### config.mk
export PLATFORM = sky130hd
export DESIGN_NAME = wsled_serializer
export DESIGN_NICKNAME = d
export VERILOG_FILES = /design/src/rtl/wsled_serializer.sv
export SDC_FILE = /design/constraint.sdc
export NUM_CORES = 1
export LEC_CHECK = 0
export CAP_MARGIN = 20
export CORE_MARGIN = 1.5
export CORE_UTILIZATION = 57
export DETAILED_ROUTE_END_ITERATION = 7
export GPL_ROUTABILITY_DRIVEN = 0
export PLACE_DENSITY = 0.83
export SLEW_MARGIN = 20
export SYNTH_ARGS = -nofsm -noshare
export SYNTH_HDL_FRONTEND = slang
export SYNTH_SLANG_ARGS = --single-unit
export TNS_END_PERCENT = 50
### constraint.sdc
create_clock -name clk -period 4.7 [get_ports clk]
set_clock_uncertainty 0.05 [all_clocks]
set_input_delay 0.94 -clock clk [delete_from_list [all_inputs] [get_ports clk]]
set_output_delay 0.94 -clock clk [all_outputs]
set_load 0.01 [all_outputs]
### src/rtl/wsled_serializer.sv
// rtl/wsled_serializer.sv - WS2812-style single-wire serializer for 24-bit GRB pixel words
module wsled_serializer #(
   parameter int BIT_CYCLES   = 62,
   parameter int T0H_CYCLES   = 20,
   parameter int T1H_CYCLES   = 40,
   parameter int LATCH_CYCLES = 14000
) (
   input  logic        clk,
   input  logic        reset,
   input  logic [23:0] in_data,
   input  logic        in_valid,
   input  logic        in_eop,
   output logic        in_ready,
   output logic        wsled_out,
   output logic        busy,
   output logic        underrun
);

   localparam logic [15:0] BIT_LAST   = 16'(BIT_CYCLES - 1);
   localparam logic [15:0] LATCH_LAST = 16'(LATCH_CYCLES - 1);
   localparam logic [15:0] T0H_LEN    = 16'(T0H_CYCLES);
   localparam logic [15:0] T1H_LEN    = 16'(T1H_CYCLES);

   typedef enum logic [1:0] {IDLE, SEND, WAIT, LATCH} state_t;

   state_t      state_q, state_d;
   logic [23:0] pix_q, pix_d;
   logic        eop_q, eop_d;
   logic [4:0]  bit_idx_q, bit_idx_d;
   logic [15:0] cyc_q, cyc_d;
   logic        wsled_q, wsled_d;
   logic        busy_q, busy_d;
   logic        underrun_q, underrun_d;
   logic        accept;
   logic [15:0] high_len;

   // An eop pixel keeps in_ready low on its last cycle so the latch gap is never skipped.
   always_comb begin
      in_ready = 1'b0;
      if (!reset) begin
         case (state_q)
            IDLE:    in_ready = 1'b1;
            WAIT:    in_ready = 1'b1;
            SEND:    in_ready = (bit_idx_q == 5'd0) && (cyc_q == BIT_LAST) && !eop_q;
            default: in_ready = 1'b0;
         endcase
      end
   end

   assign accept = in_valid && in_ready;

   always_comb begin
      state_d   = state_q;
      pix_d     = pix_q;
      eop_d     = eop_q;
      bit_idx_d = bit_idx_q;
      cyc_d     = cyc_q;
      case (state_q)
         SEND: begin
            if (cyc_q != BIT_LAST) begin
               cyc_d = cyc_q + 16'd1;
            end else if (bit_idx_q != 5'd0) begin
               bit_idx_d = bit_idx_q - 5'd1;
               cyc_d     = 16'd0;
            end else if (!accept) begin
               state_d = eop_q ? LATCH : WAIT;
               cyc_d   = 16'd0;
            end
         end
         WAIT: begin
            if (!accept) begin
               if (cyc_q == LATCH_LAST) begin
                  state_d = IDLE;
                  cyc_d   = 16'd0;
               end else begin
                  cyc_d = cyc_q + 16'd1;
               end
            end
         end
         LATCH: begin
            if (cyc_q == LATCH_LAST) begin
               state_d = IDLE;
               cyc_d   = 16'd0;
            end else begin
               cyc_d = cyc_q + 16'd1;
            end
         end
         default: ;
      endcase
      if (accept) begin
         state_d   = SEND;
         pix_d     = in_data;
         eop_d     = in_eop;
         bit_idx_d = 5'd23;
         cyc_d     = 16'd0;
      end
   end

   // Outputs are computed from the next state so the registered pin lines up with the counters.
   always_comb begin
      high_len   = pix_d[bit_idx_d] ? T1H_LEN : T0H_LEN;
      wsled_d    = (state_d == SEND) && (cyc_d < high_len);
      busy_d     = (state_d != IDLE);
      underrun_d = (state_d == WAIT) && (cyc_d == LATCH_LAST);
   end

   always_ff @(posedge clk or posedge reset) begin
      if (reset) begin
         state_q    <= IDLE;
         pix_q      <= 24'd0;
         eop_q      <= 1'b0;
         bit_idx_q  <= 5'd0;
         cyc_q      <= 16'd0;
         wsled_q    <= 1'b0;
         busy_q     <= 1'b0;
         underrun_q <= 1'b0;
      end else begin
         state_q    <= state_d;
         pix_q      <= pix_d;
         eop_q      <= eop_d;
         bit_idx_q  <= bit_idx_d;
         cyc_q      <= cyc_d;
         wsled_q    <= wsled_d;
         busy_q     <= busy_d;
         underrun_q <= underrun_d;
      end
   end

   assign wsled_out = wsled_q;
   assign busy      = busy_q;
   assign underrun  = underrun_q;

endmodule

# [Word-level counts from Yosys, hierarchy flattened]
# Cells that the tools add are included.
[totals] regBits=51 output_inout_bits=4 elab_cells=53
[classes] n_addsub=2 n_lt_le_gt_ge=2 n_eq_ne=9 mux=20 n_reduce_logical=12
[ops] op="16-bit two-way mux" n=3
[ops] op="16-bit by 14-bit equality test with 1-bit output (second input constant)" n=2
[ops] op="16-bit case mux with 2 select lines" n=1
[ops] op="24-bit two-way mux" n=1
[ops] op="5-bit two-way mux" n=4
[ops] op="16-bit by 1-bit adder with 16-bit output (second input constant)" n=1
[ops] op="16-bit by 6-bit equality test with 1-bit output (second input constant)" n=1
[ops] op="16-bit by 6-bit less-than comparator with 1-bit output" n=1
[ops] op="16-bit by 6-bit inequality test with 1-bit output (second input constant)" n=1
[ops] op="2-bit two-way mux" n=4
[ops] op="2-bit equality test (second input constant)" n=3
[ops] op="5-bit by 6-bit less-than comparator with 1-bit output (second input constant)" n=1
[ops] op="6-bit two-way mux" n=1
[ops] op="1-bit binary-select mux with 5-bit select" n=1
[ops] op="1-bit logical AND" n=5
[ops] op="5-bit zero test" n=1
[ops] op="5-bit nonzero test" n=1
[ops] op="5-bit by 1-bit subtractor with 5-bit output (second input constant)" n=1
[ops] op="2-bit by 1-bit equality test with 1-bit output (second input constant)" n=2
[ops] op="2-bit case mux with 2 select lines" n=1
[ops] op="2-bit OR reduction" n=2
[ops] op="1-bit two-way mux" n=3
[ops] op="2-bit zero test" n=1
[ops] op="1-bit case mux with 2 select lines" n=1
[ops] op="2 further kinds" n=2

# [Longest topological paths before layout]
# Gate-level depths: netlist (run 1).
[logic_depth] word_depth=12 depth_mapped=16 mapped_depth_nobuf=15

# [Least setup slack after synthesis (run 1)]
# No wires, ideal clock.
[synth_path] path_type="reg2reg" from="register bit_idx_q[0]" to="register wsled_q (netlist: wsled_out)" arrival_time_ps=4181 required_ps=4546 setup_slack_ps=366 stages_incl_launch_ff=17 n_path_buf=2 period_less_slack_ps=4334 path_cell_list="dfrtp_1 clkbuf_1 inv_1 ha_1 or4b_2 and3_1 clkbuf_1 a211oi_1 a21oi_1 or4b_2 o2111ai_1 o211a_1 inv_1 ha_1 a2111oi_0 nand3_1 o41ai_2"
[synth_via] elab_chain_cells=12 word_cells_on_any_way=24 classes_between="add/sub: 1; order compare: 1; eq/ne: 1; mux: 15; reduce/logical: 6"
[synth_rtl] element="from (decl)" line="29" source="logic [4:0] bit_idx_q, bit_idx_d;"
[synth_rtl] element="from (signal assigned)" line="121" source="bit_idx_q <= bit_idx_d;"
[synth_rtl] element="parallel branches: the longest is 11 deep, another holds 16-bit by 6-bit less-than comparator with 1-bit output"
[synth_rtl] element="1-bit logical AND (*)" line="102" source="wsled_d = (state_d == SEND) && (cyc_d < high_len);"
[synth_rtl] element="via wsled_d" line="31" source="logic wsled_q, wsled_d;"
[synth_rtl] element="to (signal assigned)" line="123" source="wsled_q <= wsled_d;"
[synth_rtl] element="to (decl)" line="31"
# Mark *: on every way through the listed nets, which the timed path passes. The select of a mux whose other input is x is not followed.
# A chain may end at the register's enable or synchronous reset.

# [Worst setup path after layout (run 1)]
[layout_path] from="register bit_idx_q[0]" to="register wsled_q (netlist: wsled_out)"
[layout_via] elab_chain_cells=12 word_cells_on_any_way=24 classes_between="add/sub: 1; order compare: 1; eq/ne: 1; mux: 15; reduce/logical: 6"
[layout_rtl] element="parallel branches: the longest is 6 deep, another holds 5-bit by 1-bit subtractor with 5-bit output"
[layout_rtl] element="5-bit two-way mux (*)" line="90" source="if (accept) begin"
[layout_rtl] element="via bit_idx_d[1]" line="29"
[layout_rtl] element="1-bit binary-select mux with 5-bit select (*)" line="101" source="high_len = pix_d[bit_idx_d] ? T1H_LEN : T0H_LEN;"
[layout_rtl] element="1-bit two-way mux (implied by the code) (*)" line="101"
[layout_rtl] element="6-bit two-way mux (*)" line="101"
[layout_rtl] element="16-bit by 6-bit less-than comparator with 1-bit output (*)" line="102"
[layout_rtl] element="1-bit logical AND (*)" line="102"
[layout_rtl] element="via wsled_d" line="31"
# Marks and branches as above.

==> results of run 1 <==
==> metal layers <==
layer | up-vias | share of wire [%] | track usage [%]
met5 | - | 0 | 0
met4 | 0 | 1.1 | 6.85
met3 | 10 | 7.9 | 5.15
met2 | 117 | 46 | 39.7
met1 | 1301 | 45 | 36.1
li1 | 1274 | - | -
==> state kept, by name (all words and copies together) (netlist names) <==
signal / cells
bit_idx_q: 5
busy: 1
cyc_q: 16
eop_q: 1
pix_q: 24
state_q: 2
underrun: 1
wsled_out: 1
==> worst paths after layout <==
| check | startpoint | endpoint | slack, ns |
|---|---|---|---|
| min in group asynchronous | reset | pix_q[8] | 1.23 |
| worst min-delay path | pix_q[10] | pix_q[10] | 0.44 |
| worst max register to register | bit_idx_q[0] | wsled_out | 0.30 |
| max in group asynchronous | reset | cyc_q[11] | 2.84 |
| worst max-delay path | bit_idx_q[0] | wsled_out | 0.30 |
| worst min register to register | pix_q[10] | pix_q[10] | 0.44 |
==> critical path: cells and delay by family (launching register included) <==
family                   cells  cell delay [ns]
AND/OR/NAND/NOR              5             1.51
AO/OA/AOI/OAI                5             1.43
adder cells (fa/ha/maj)      2             0.55
flip-flops                   1             0.39
buffers and inverters        2             0.24
multiplexers                 1             0.11
==> power groups by stage <==
stage	combinational, uW	sequential (uW)	clock [uW]
2_1_floorplan	293	589	0
3_3_place_gp	372	614	0
3_5_place_dp	391	616	0
4_1_cts	395	609	262
5_1_grt	453	624	279
6_report	409	613	260
==> layout make-up <==
cell class	count	area, sq um
multi-input cells	270	1700
fillers	434	1570
flip-flops and latches	51	1280
repair buffers	39	370
well taps	70	87.6
clock buffers	6	72.6
inverters	12	46.3
clock inverters	2	16.3
==> kinds of logic after synthesis <==
| kind of cell | share of synthesized area [%] |
|---|---|
| AOI/OAI and AO/OA | 10.2 |
| muxes | 6.74 |
| xor gates and xnor gates | 4.86 |
| DFF | 41.7 |
| and+or+nand+nor | 29.9 |
| buffers and inverters | 3.76 |
| adders and majority gates | 2.86 |
==> synthesized netlist by cell type, types with 2 or more instances <==
library cell,number
clkbuf_1,15
a211oi_1,3
a2111oi_0,3
a31oi_1,3
or4b_2,2
nor3_1,6
xor2_1,6
nor2_1,34
a21oi_1,12
mux4_2,4
nand2_1,94
nand4b_1,2
o2111ai_1,2
xnor2_1,11
inv_1,12
mux2i_1,9
and3_1,6
o21a_1,2
nor4_1,3
o2111a_1,2
dfrtp_1,51
nor4b_1,2
nand4_1,5
ha_1,7
or4_1,3
nand2b_1,3
or3_1,4
nor3b_1,2
nand3_1,9
o21ai_0,6
==> per-stage QoR <==
| step | setup slack, ns | utilization [%] |
|---|---|---|
| after floorplan | 0.366 | - |
| after CTS | 0.0642 | 69.0 |
| after detailed placement | 0.136 | 67.3 |
| after global placement | 0.351 | 67.3 |
| after global routing | 0.00189 | 69.5 |
| final | 0.303 | 69.5 |
==> metrics, run 1 <==
part of the total power dissipated in combinational logic=roughly a third; fraction of power spent switching nets=35.3%; total I/O pin count=32; Clock Sinks=between 50 and 60; arrival time at the worst endpoint=4.56 ns; via density per instance=~6.0; count of cells along the worst hold path=2; number of cells on the worst reg-to-reg path=15; final antenna-violating net count=0; initial antenna violation count=0; all-layer global routing usage=25.4%; number of instances in the placed design=442; via count of the first global-routing pass=2529; critical path's largest stage delay=0.69 ns; grt total ovfl=0; Residual DRC=0; peak ir drop on the vdd network=0.214 mV; core outline area=5140 sq um; maximum number of buffers from clock root to sink=2; fmax=0.227 GHz; effective utilization at floorplan=59.6%; via count=2702; share of the yosys chip area belonging to registers=41.7%; number of clock buffers inserted by TritonCTS=5; capturing element type of the critical path=flop; 1st-pass router iterations=5; Synth area leaders=dfrtp_1 42%, nand2_1 12%, nor2_1 4.2%; root buffer selected by CTS=clkbuf_8; Netlist cell types=58; switching pwr=452 uW; CTS tree=done; unrepaired setup endpoints after global routing=no; leading cell type in the layout, fill and taps excluded=nand2_1; Design Power=1280 uW; critical path required time=4.86 ns; total placed instance area=3460 sq um; count of flip-flops with a built-in enable after synthesis=0; half-perimeter wire length of the detailed placement result=approximately 5200 um; final wirelength=7230 um; top cell type's share of synthesized area=41.7%; FFs w/ async S/R, synth=100%; worst hold slack after final layout=0.436 ns; ratio of cells with drive above 1 in the final layout=under 10%; total leakage power=about 0.0017 uW; clock network power share=20.3%; Layout Area Growth over Synthesis=16.6%; type of the tightest min-delay check=reg -> reg; sequential fraction of design power=47.8%; Final Hold Violating Endpoints=0; Post-Route Setup TNS=0 ns; type of the setup path with the least slack=reg -> reg; clock transition at the register clock pins on the worst setup and hold paths after CTS=0.10 ns; Max Fanout on Critical Path=5; number of resized instances in the post-cts repair step=0; count of buffers added by post-CTS timing repair for setup=0; average cell area after synthesis=8.73 sq um; pin slew with the least headroom to its limit=0.874 ns; cell row count=26; startpoint class of the critical path=flop; top library cells by usage in the layout, fill and taps aside=94 x nand2_1, 51 x dfrtp_1, 34 x nor2_1, 31 x clkdlybuf4s50_1, 12 x a21oi_1; cells along the critical path=inv_1 -> ha_1 -> or4b_2 -> nor2_1 -> a21oi_1 -> or3b_1 -> nand2b_1 -> mux2i_1 -> a2111oi_1 -> o211a_1 -> inv_1 -> ha_1 -> a2111oi_2 -> nand3_1 -> o41ai_2; Die H=76.3 um; crit path max-delay cell type=or4b_2; maximum number of pins on one net before global-route repair=52; max-cap viol count=0; cell count after synthesis=351; total number of nets in the final design=between 400 and 500; number of H-tree levels=2; cts hold-fix bufs=0; time the final worst path needs with I/O delays and setup=4.40 ns; DRC violation total after the first TritonRoute iteration=246; Syn. warnings=0; post-synth top area cell=dfrtp_1; routed length per instance=about 16 um; Buffers on Ports=31; wire length of the first global-routing pass=11800 um; Synth Flop Type=dfrtp_1; Slew HR=41.7%; FF+latch count, synth=51; Antenna diodes=0; share of the clock period used by the worst path=between 90 and 100%; combined area of all synthesized cells=a little over 3000 sq um; syn_nets=386; post-route cell area=around 3600 sq um; internal portion of total power=829 uW; status=complete, no violations; die area=5820 sq um; clock latency at the later pin of the worst-skew pair=a little over 0.3 ns; power per cell area=359 nW/um^2; total setup violations reported at the end of the flow=0; Horiz. Die Dim=about 76 um; Cell Count, Final, Fillers Out=450; number of max-slew violations in the final report=0
Power figures use the tool's default switching activity.
==> inputs of run 2 (changes only) <==
Settings changed: CAP_MARGIN 20 to 10.
==> results of run 2 <==
The final DEF is identical to that of run 1; final timing and power are the same.
==> inputs of run 3 (changes only) <==
Settings changed: REMOVE_ABC_BUFFERS set to 1.
==> run 3 against run 2 <==
  * Power fell by 0.87%
  * Die area stayed put
  * Via count shrank 0.85%
  * Worst hold slack worse by 0.0013 ns
  * Critical endpoint unchanged
  * First-iteration DRC count up 52%
  * Clock-buffer cell count fell by 1
  * Largest cell class unchanged
  * Final area rose by 0.60%
  * Non-clock buffer count rose by 4
  * Routed wire length down 2.1%
  * Combinational power down 5.1%
  * Sequential power barely moved
  * Register-to-register slack gained 0.02 ns
==> metrics, run 3 (synthesis results as in run 1) <==
via density per instance=5.90; final antenna-violating net count=0; Design Power=1270 uW; total number of nets in the final design=~420; Slew HR=42.0%; wire length of the first global-routing pass=12000 um; type of the setup path with the least slack=reg -> reg; critical path required time=between 4 and 5 ns; post-route cell area=3590 sq um; number of clock buffers inserted by TritonCTS=5; half-perimeter wire length of the detailed placement result=approximately 5000 um; Worst path top cell family by delay=simple AND/OR/NAND/NOR gates; number of buffer and inverter stages on the critical path=2; count of buffers added by post-CTS timing repair for setup=0; root buffer selected by CTS=clkbuf_8; total placed instance area=3490 sq um; initial antenna violation count=0; timing startpoint of the critical path=bit_idx_q[1]; via count=2679; time the final worst path needs with I/O delays and setup=~4.4 ns; worst hold slack after final layout=0.435 ns; area used by multi-input combinational logic=1690 sq um; core outline area=5140 sq um; 1st-pass router iterations=5; maximum number of pins on one net before global-route repair=52; arrival time at the worst endpoint=4.54 ns; worst reg2reg startpoint=bit_idx_q[1]; flip-flop count of the largest register after layout=24; critical path's largest stage delay=between 0.6 and 0.7 ns; number of H-tree levels=2; startpoint class of the critical path=flop; Residual DRC=0; Die H=76.3 um; die area=~5800 sq um; capturing element type of the critical path=flop; cell row count=26; pin slew with the least headroom to its limit=around 0.87 ns; cts hold-fix bufs=0; crit path max-delay cell type=or4b_2; total I/O pin count=32; effective utilization at floorplan=59.6%; power per cell area=354 nW/um^2; area taken by flip-flops and latches=1280 sq um; grt total ovfl=0; Horiz. Die Dim=approximately 76 um; fmax=0.229 GHz; register with the highest flop count=pix_q; leading cell type in the layout, fill and taps excluded=nand2_1; ratio of cells with drive above 1 in the final layout=10.7%; clock transition at the register clock pins on the worst setup and hold paths after CTS=0.10 ns; final wirelength=slightly above 7000 um; Final Hold Violating Endpoints=0; total setup violations reported at the end of the flow=0; Max Fanout on Critical Path=4; Cell Count, Final, Fillers Out=454; maximum number of buffers from clock root to sink=2; Filler Cell Count=408; unrepaired setup endpoints after global routing=no; max-cap viol count=0; clock latency at the later pin of the worst-skew pair=0.31 ns; status=complete, no violations; source of the worst hold timing path=pix_q[11]; via count of the first global-routing pass=between 2000 and 3000; number of instances in the placed design=approximately 450; type of the tightest min-delay check=reg -> reg; cells along the critical path=inv_1 -> ha_1 -> or4b_2 -> nor2_1 -> a21oi_1 -> or3b_1 -> nand2b_1 -> mux2i_1 -> a2111oi_0 -> o211a_1 -> inv_1 -> ha_1 -> a2111oi_2 -> nand3_1 -> o41ai_2; registers with the most flip-flops=pix_q (24), cyc_q (16), bit_idx_q (5); routed length per instance=15.6 um; share of the clock period used by the worst path=roughly 93%; Buffers on Ports=31; peak ir drop on the vdd network=0.324 mV; total leakage power=0.00169 uW; Layout Area Growth over Synthesis=17.3%; top library cells by usage in the layout, fill and taps aside=94 x nand2_1, 51 x dfrtp_1, 34 x nor2_1, 31 x clkdlybuf4s50_1; Antenna diodes=0; DRC violation total after the first TritonRoute iteration=375; number of max-slew violations in the final report=0; Clock Sinks=51; CTS tree=done; all-layer global routing usage=25.4%
==> run 3: layer usage <==
| layer | track usage, % | share of wire, % | wire length (um) |
|---|---|---|---|
| met1 | 36.7 | 45 | 3210 |
| met2 | 38.9 | 46 | 3220 |
| met3 | 5.15 | 7.6 | 541 |
| met4 | 7.59 | 1.5 | 104 |
| met5 | 0 | 0 | 0 |
==> run 3: final timing paths <==
path                                 to  slack [ns]  cells after the start
max                           wsled_out        0.32                     15
min                           pix_q[11]        0.44                      2
max reg2reg                   wsled_out        0.32                     15
min reg2reg                   pix_q[11]        0.44                      2
max in group asynchronous  bit_idx_q[4]        2.90                      2
min in group asynchronous      pix_q[0]        1.19                      2
==> run 3: area by class of cell <==
cell class | instances | share of cell area (%)
clock inverter | 3 | 0.627
tap | 70 | 2.44
sequential | 51 | 35.5
clock buffer | 5 | 1.92
timing repair buffer | 43 | 11.1
multi-input combinational | 270 | 47.1
inverter | 12 | 1.29
==> run 3: through the flow <==
| stage | TNS [ns] | setup WS, ns | utilization, % |
|---|---|---|---|
| floorplan | -0.132 | -0.132 | - |
| global placement | 0 | 0.364 | 67.8 |
| detailed placement | 0 | 0.0992 | 67.8 |
| CTS | 0 | 0.0795 | 69.6 |
| global route | 0 | 0.0224 | 69.9 |
| finish | 0 | 0.324 | 69.9 |
==> run 3: what timing repair did <==
| action | in CTS | in global routing |
|---|---|---|
| hold endpoints to repair | 0 | 0 |
| setup endpoints to repair | 0 | 1 |
| resized for setup | 0 | 4 |
==> run 3: worst register-to-register path: cells and delay by family (launching register included) <==
| family | cells | cell delay, ns |
|---|---|---|
| buf+inv | 2 | 0.22 |
| fa+ha+maj | 2 | 0.52 |
| simple gates | 5 | 1.49 |
| mux | 1 | 0.10 |
| compound gates | 5 | 1.47 |
| flops | 1 | 0.41 |
==> run 3: report_power, final <==
group | total [uW] | switching (uW) | internal, uW
Combinational | 388 | 198 | 190
Clock | 266 | 158 | 108
Sequential | 616 | 86.5 | 529
